File: src/rtl/piano_pkg.sv
// Shared definitions for the piano voice: note indices, tone table, half-period derivation, segment codes.
// PIANO_SIM_FAST_EN shrinks every half-period by 1000x so simulations reach tone edges quickly.
package piano_pkg;

    typedef enum logic [3:0] {
        NOTE_C4,
        NOTE_D4,
        NOTE_E4,
        NOTE_F4,
        NOTE_G4,
        NOTE_A4,
        NOTE_B4,
        NOTE_C5,
        NOTE_NONE
    } note_e;

    localparam int NUM_NOTES = 8;
    localparam int HP_W      = 32;

    // Note pitches in centihertz, C4 first.
    localparam int unsigned NOTE_FREQ_CHZ [NUM_NOTES] = '{
        26163, 29366, 32963, 34923, 39200, 44000, 49388, 52325
    };

    localparam logic [7:0] SEG_BLANK = 8'hFF;
    localparam logic [7:0] SEG_4     = 8'h99;
    localparam logic [7:0] SEG_5     = 8'h92;
    localparam logic [7:0] SEG_6     = 8'h82;

    localparam logic [7:0] SEG_LETTER [NUM_NOTES] = '{
        8'hC6, 8'hA1, 8'h86, 8'h8E, 8'hC2, 8'h88, 8'h83, 8'hC6
    };

    // Rounded clk_hz / (2 * f); only ever evaluated on constants.
    function automatic logic [HP_W-1:0] hp_calc(input longint clk_hz, input int idx);
        longint fc;
        longint hp;
        fc = longint'(NOTE_FREQ_CHZ[idx]);
        hp = (clk_hz * 100 + fc) / (2 * fc);
`ifdef PIANO_SIM_FAST_EN
        hp = hp / 1000;
`endif
        return hp[HP_W-1:0];
    endfunction

endpackage

File: src/rtl/piano_tone_div.sv
// Square-wave divider: counts to the half-period, wraps and toggles the tone output.
// A clear or a disable forces the counter and tone low so every new tone starts in low phase.
module piano_tone_div
    import piano_pkg::*;
(
    input  logic            clk,
    input  logic            reset,
    input  logic [HP_W-1:0] hp,
    input  logic            enable,
    input  logic            clear,
    output logic            freq
);

    logic [HP_W-1:0] cnt;
    logic [HP_W:0]   cnt_inc;
    logic            wrap;

    // A zero half-period degenerates to toggling every cycle instead of stalling.
    assign cnt_inc = {1'b0, cnt} + 1'b1;
    assign wrap    = (cnt_inc >= {1'b0, hp});

    always_ff @(posedge clk) begin
        if (reset || clear || !enable) begin
            cnt  <= '0;
            freq <= 1'b0;
        end else if (wrap) begin
            cnt  <= '0;
            freq <= ~freq;
        end else begin
            cnt  <= cnt_inc[HP_W-1:0];
        end
    end

endmodule

File: src/rtl/piano_top.sv
// Single-note piano voice: key switches to square-wave tone, note LED and 4-digit note/octave display.
// Build option PIANO_SIM_FAST_EN: half-periods divided by 1000 and display scan counter fixed at 4 bits.
module piano_top
    import piano_pkg::*;
#(
    parameter int CLK_HZ       = 100_000_000,
    parameter int REFRESH_BITS = 16
) (
    input  logic       CLK,
    input  logic       RESET,
    input  logic       MODE,
    input  logic [7:0] sw,
    output logic       FREQ,
    output logic [7:0] Led,
    output logic [7:0] seg,
    output logic [3:0] an
);

`ifdef PIANO_SIM_FAST_EN
    localparam int RB = 4;
`else
    localparam int RB = REFRESH_BITS;
`endif

    logic [7:0]      sw_s1, sw_s2;
    logic            mode_s1, mode_s2;
    note_e           note_d, note_q;
    logic            mode_q;
    logic [2:0]      note_idx;
    logic            active;
    logic            sel_change;
    logic [HP_W-1:0] hp_tab [NUM_NOTES];
    logic [HP_W-1:0] hp_eff;
    logic [RB-1:0]   ref_cnt;
    logic [1:0]      dig;
    logic [7:0]      seg_d;
    logic [3:0]      an_d;

    always_ff @(posedge CLK) begin
        if (RESET) begin
            sw_s1   <= '0;
            sw_s2   <= '0;
            mode_s1 <= 1'b0;
            mode_s2 <= 1'b0;
            note_q  <= NOTE_NONE;
            mode_q  <= 1'b0;
        end else begin
            sw_s1   <= sw;
            sw_s2   <= sw_s1;
            mode_s1 <= MODE;
            mode_s2 <= mode_s1;
            note_q  <= note_d;
            mode_q  <= mode_s2;
        end
    end

    // Scanning upward lets the highest set switch (lowest pitch) win.
    always_comb begin
        note_d = NOTE_NONE;
        for (int i = 0; i < 8; i++) begin
            if (sw_s2[i]) note_d = note_e'(4'(7 - i));
        end
    end

    assign sel_change = (note_d != note_q) || (mode_s2 != mode_q);
    assign note_idx   = note_q[2:0];
    assign active     = (note_q != NOTE_NONE);
    assign Led        = active ? (8'h80 >> note_idx) : 8'h00;

    for (genvar i = 0; i < NUM_NOTES; i++) begin : g_hp
        assign hp_tab[i] = hp_calc(longint'(CLK_HZ), i);
    end

    assign hp_eff = mode_q ? hp_tab[note_idx] : (hp_tab[note_idx] >> 1);

    piano_tone_div u_tone_div (
        .clk    (CLK),
        .reset  (RESET),
        .hp     (hp_eff),
        .enable (active),
        .clear  (sel_change),
        .freq   (FREQ)
    );

    assign dig = ref_cnt[RB-1 -: 2];

    always_comb begin
        an_d  = ~(4'b0001 << dig);
        seg_d = SEG_BLANK;
        if (active) begin
            if (dig == 2'd3) begin
                seg_d = SEG_LETTER[note_idx];
            end else if (dig == 2'd2) begin
                if (note_idx == 3'd7) seg_d = mode_q ? SEG_5 : SEG_6;
                else                  seg_d = mode_q ? SEG_4 : SEG_5;
            end
        end
    end

    always_ff @(posedge CLK) begin
        if (RESET) begin
            ref_cnt <= '0;
            seg     <= SEG_BLANK;
            an      <= 4'b1110;
        end else begin
            ref_cnt <= ref_cnt + 1'b1;
            seg     <= seg_d;
            an      <= an_d;
        end
    end

endmodule

File: config.mk
export PLATFORM = sky130hd
export DESIGN_NAME = piano_top
export DESIGN_NICKNAME = d
export VERILOG_FILES = /design/src/rtl/piano_pkg.sv /design/src/rtl/piano_tone_div.sv /design/src/rtl/piano_top.sv
export SDC_FILE = /design/constraint.sdc
export NUM_CORES = 1
export LEC_CHECK = 0
export CELL_PAD_IN_SITES_DETAIL_PLACEMENT = 0
export CELL_PAD_IN_SITES_GLOBAL_PLACEMENT = 1
export CORE_UTILIZATION = 45
export CTS_CLUSTER_DIAMETER = 150
export DETAILED_ROUTE_END_ITERATION = 16
export PLACE_DENSITY = 0.86
export SYNTH_ARGS = -nofsm -noshare
export SYNTH_HDL_FRONTEND = slang
export SYNTH_SLANG_ARGS = --single-unit
File: constraint.sdc
create_clock -name CLK -period 4.1 [get_ports CLK]
set_clock_uncertainty 0.2 [all_clocks]
set_input_delay 0.41 -clock CLK [delete_from_list [all_inputs] [get_ports CLK]]
set_output_delay 0.41 -clock CLK [all_outputs]
set_load 0.02 [all_outputs]
==> results.md <==
* Post-layout util at a little under three fifths
* Area share of and/or/nand/nor cells after synthesis at between 20% and 30%
* Drt pass-1 iters at 5
* Gate Count Post-Synth at 467
* Skew-Pair Late Insertion Delay at ~0.34 ns
* Worst path depth at 14
* Clock sink total at 83
* Worst flop-to-flop path startpoint: note_q[1]
* Combinational family with the most area after synthesis: simple AND/OR/NAND/NOR gates
* Num CTS Buffers at 9
* Initial Utilization at approximately 47%
* Peak supply drop at 0.224 mV
* CTS root buffer: clkbuf_8
* Nets at roughly 550
* Die Y at 98.7 µm
* Total inserted antenna cells at 0
* DRT antenna net count at 0
* Fin crit share at a little over nine tenths
* Count of flip-flops with a built-in enable after synthesis at 0
* Worst-path clk slew at 0.08 ns
* Yosys cell types at 51
* Arr. time, crit path at a little under 4 ns
* Reg-to-Reg End: u_tone_div.cnt[14]
* CP bufs+invs at 2
* Crit Path Class: register to register
* Global-route wire length before repair at around 14 mm
* Mean Syn Cell Area at roughly 9 µm²
* Min-delay worst type: register to register
* Post-Synth XOR/XNOR Area at under 10%
* Max incr delay on CP at 0.45 ns
* Drt first-iter violations at ~100
* Count leader, synth: dfxtp_1
* GPL Wtd Cong at 0.802
* Overall Global Routing Usage at 18.5%
* Status: finished clean
* Critical Path Fanout Max at 17
* Compound-cell area share of the yosys netlist at about an eighth
* Initial antenna violation count at 0
* Share of layout cells above drive strength 1 at ~10%
* Mux cell area share after synthesis at about 2%
* IO buf count at 30
* Boundary pin count at 32
* Leak at 1.93 nW
* CTS tree: yes
* Global route overflow at 0
* Synth top area cells: dfxtp_1, ha_1, nand2_1, nor2_1, xor2_1
* Sequential area share after synthesis at between 30% and 40%
* Worst-margin pin slew at about 1.0 ns
* CTS H-tree lvls at 3
* Top cells by count, synth: dfxtp_1, nand2_1, nor2_1, ha_1, o21ai_0
* Largest net degree at the start of global routing at 26
* Area Growth Syn to Fin at 16.7%
* CTS Hold Bufs at 0
* Worst slew margin at a little under a third
* Die ar. at around 10000 µm²
* Crit-path cells: inv_1, ha_1, or2_2, nand2_1, mux2i_1, ha_1, a21o_1, a21o_1, a2111oi_0, a31oi_1, a221oi_2, nand3_4, buf_4, nor3b_2
* YS warnings at 0
* Max frequency at ~260 MHz
* Vias in the first global route at around 3100
* Worst setup path end: u_tone_div.cnt[14]
* Reg2reg setup slack at around 0.24 ns
* Startpoint types: register
* Min Tclk post-route at around 3.9 ns
* Post-DR wirelength/cell at around 13 µm
* Drc violations at 0
* Synth Flop Type: dfxtp_1
* DR vias at between 3000 and 4000
* CP required at 4.16 ns
* Final setup vio count at 0
* R2R cell count at 14
* Design Power at between 1.5 and 2 mW
* Adder-Cell Fraction of Synth Area at a little over 8%
* Slowest-stage cell, CP: dfxtp_1
* Vias per inst at 5.37
* Final hold vios at 0
* Final HPWL DP at 6.27 mm
* Ys async rst share at 0%
* Drt total wl at 8.37 mm
* Largest area contributor in the netlist: dfxtp_1
* Post-Syn Area at approximately 4200 µm²
* Max Cap Viol at 0
* Clk buf depth at 2
* Std cell rows at 34
* Setup crit start: note_q[1]
* Count of pins over their slew limit at 0
* CP Capture Type: register
* Power density over the cells at between 300 and 400 nW/µm²
* Crit path max-delay family: compound AO/OA/AOI/OAI gates
* CORE AREA at 8890 µm²
* Chip width at around 99 µm
* Post-synth top area share at around two fifths
* Flop and latch count out of synthesis at 83
==> registers in the layout (all words and copies together), names as in the netlist <==
register and count:
mode_s2 1, ref_cnt 16, sw_s2 8, an 4
u_tone_div.freq 1, seg 7, mode_s1 1, mode_q 1
sw_s1 8, note_q 4, u_tone_div.cnt 32
==> cell usage in the layout (no fill, tap or decap), types with 5 or more instances in the layout <==
master | Yosys | routed
conb_1 | 2 | 15
nand3_1 | 22 | 22
mux2i_1 | 5 | 5
a21oi_1 | 19 | 19
nor4_1 | 7 | 7
o31ai_1 | 5 | 5
inv_1 | 10 | 10
xnor2_1 | 13 | 13
or3_1 | 6 | 6
clkbuf_8 | 0 | 12
xor2_1 | 17 | 17
nor2b_1 | 23 | 23
nand4_1 | 11 | 11
o211ai_1 | 5 | 5
ha_1 | 28 | 28
nor3b_1 | 11 | 11
o21ai_0 | 24 | 24
dfxtp_1 | 83 | 82
and3_1 | 14 | 14
buf_4 | 1 | 11
and2_1 | 8 | 8
nor2_1 | 41 | 41
nor3b_2 | 8 | 8
nand2_1 | 41 | 41
clkdlybuf4s50_1 | 0 | 30
==> area by class of cell <==
cell class	instances	area [µm²]
Clock buffer	13	169
Multi-Input combinational cell	369	2480
Clock inverter	3	45.0
Inverter	10	37.5
Tap cell	108	135
Timing Repair Buffer	41	383
Sequential cell	83	1660
Fill cell	800	3980
==> metal layers <==
metal	routed length [µm]	GRT usage, %	part of all wire [%]	up-vias
met5	0	0	0	-
met4	179	7.81	2.1	0
met3	248	3.62	3.0	14
met2	4090	31.2	49	57
met1	3850	23.1	46	1556
li1	-	-	-	1737
==> timing repair <==
action / CTS / global route
setup buffers: 0 / 6
endpoints found under the setup margin: 0 / 18
gates resized for setup: 0 / 1
==> worst min path at each step <==
| stage | cells past startpoint | start | end |
|---|---|---|---|
| 2_1_floorplan | 1 | mode_s1 | mode_s2 |
| 3_3_place_gp | 1 | mode_s1 | mode_s2 |
| 3_5_place_dp | 1 | sw_s1[7] | sw_s2[7] |
| 4_1_cts | 1 | sw_s1[7] | sw_s2[7] |
| 5_1_grt | 1 | sw_s1[7] | sw_s2[7] |
| 6_report | 1 | sw_s1[7] | sw_s2[7] |
==> per-stage QoR <==
| stage | TNS [ns] | hold slack (ns) | cell area [µm²] | worst slack, ns | cells |
|---|---|---|---|---|---|
| floorplan | 0 | 0.214 | 4260 | 0.650 | 480 |
| global placement | 0 | 0.221 | 4650 | 0.330 | 605 |
| detailed placement | 0 | 0.223 | 4650 | 0.173 | 605 |
| CTS | 0 | 0.241 | 4870 | 0.124 | 621 |
| global route | -0.0220 | 0.260 | 4910 | -0.0100 | 627 |
| finish | 0 | 0.238 | 4910 | 0.236 | 627 |
==> where the power goes <==
| part | internal [mW] | total [mW] | switching [mW] |
|---|---|---|---|
| Sequential | 0.828 | 0.851 | 0.0235 |
| Clock | 0.332 | 0.615 | 0.283 |
| Combinational | 0.0714 | 0.162 | 0.0908 |
| Total | 1.23 | 1.63 | 0.397 |
==> kinds of logic after synthesis <==
logic type	Yosys count
AO/OA/AOI/OAI	77
AND/OR/NAND/NOR	211
adder cells (fa/ha/maj)	28
other	2
flip-flops	83
buffers and inverters	28
multiplexers	8
XOR/XNOR	30
Note: power is estimated with default switching activity, not from simulation.
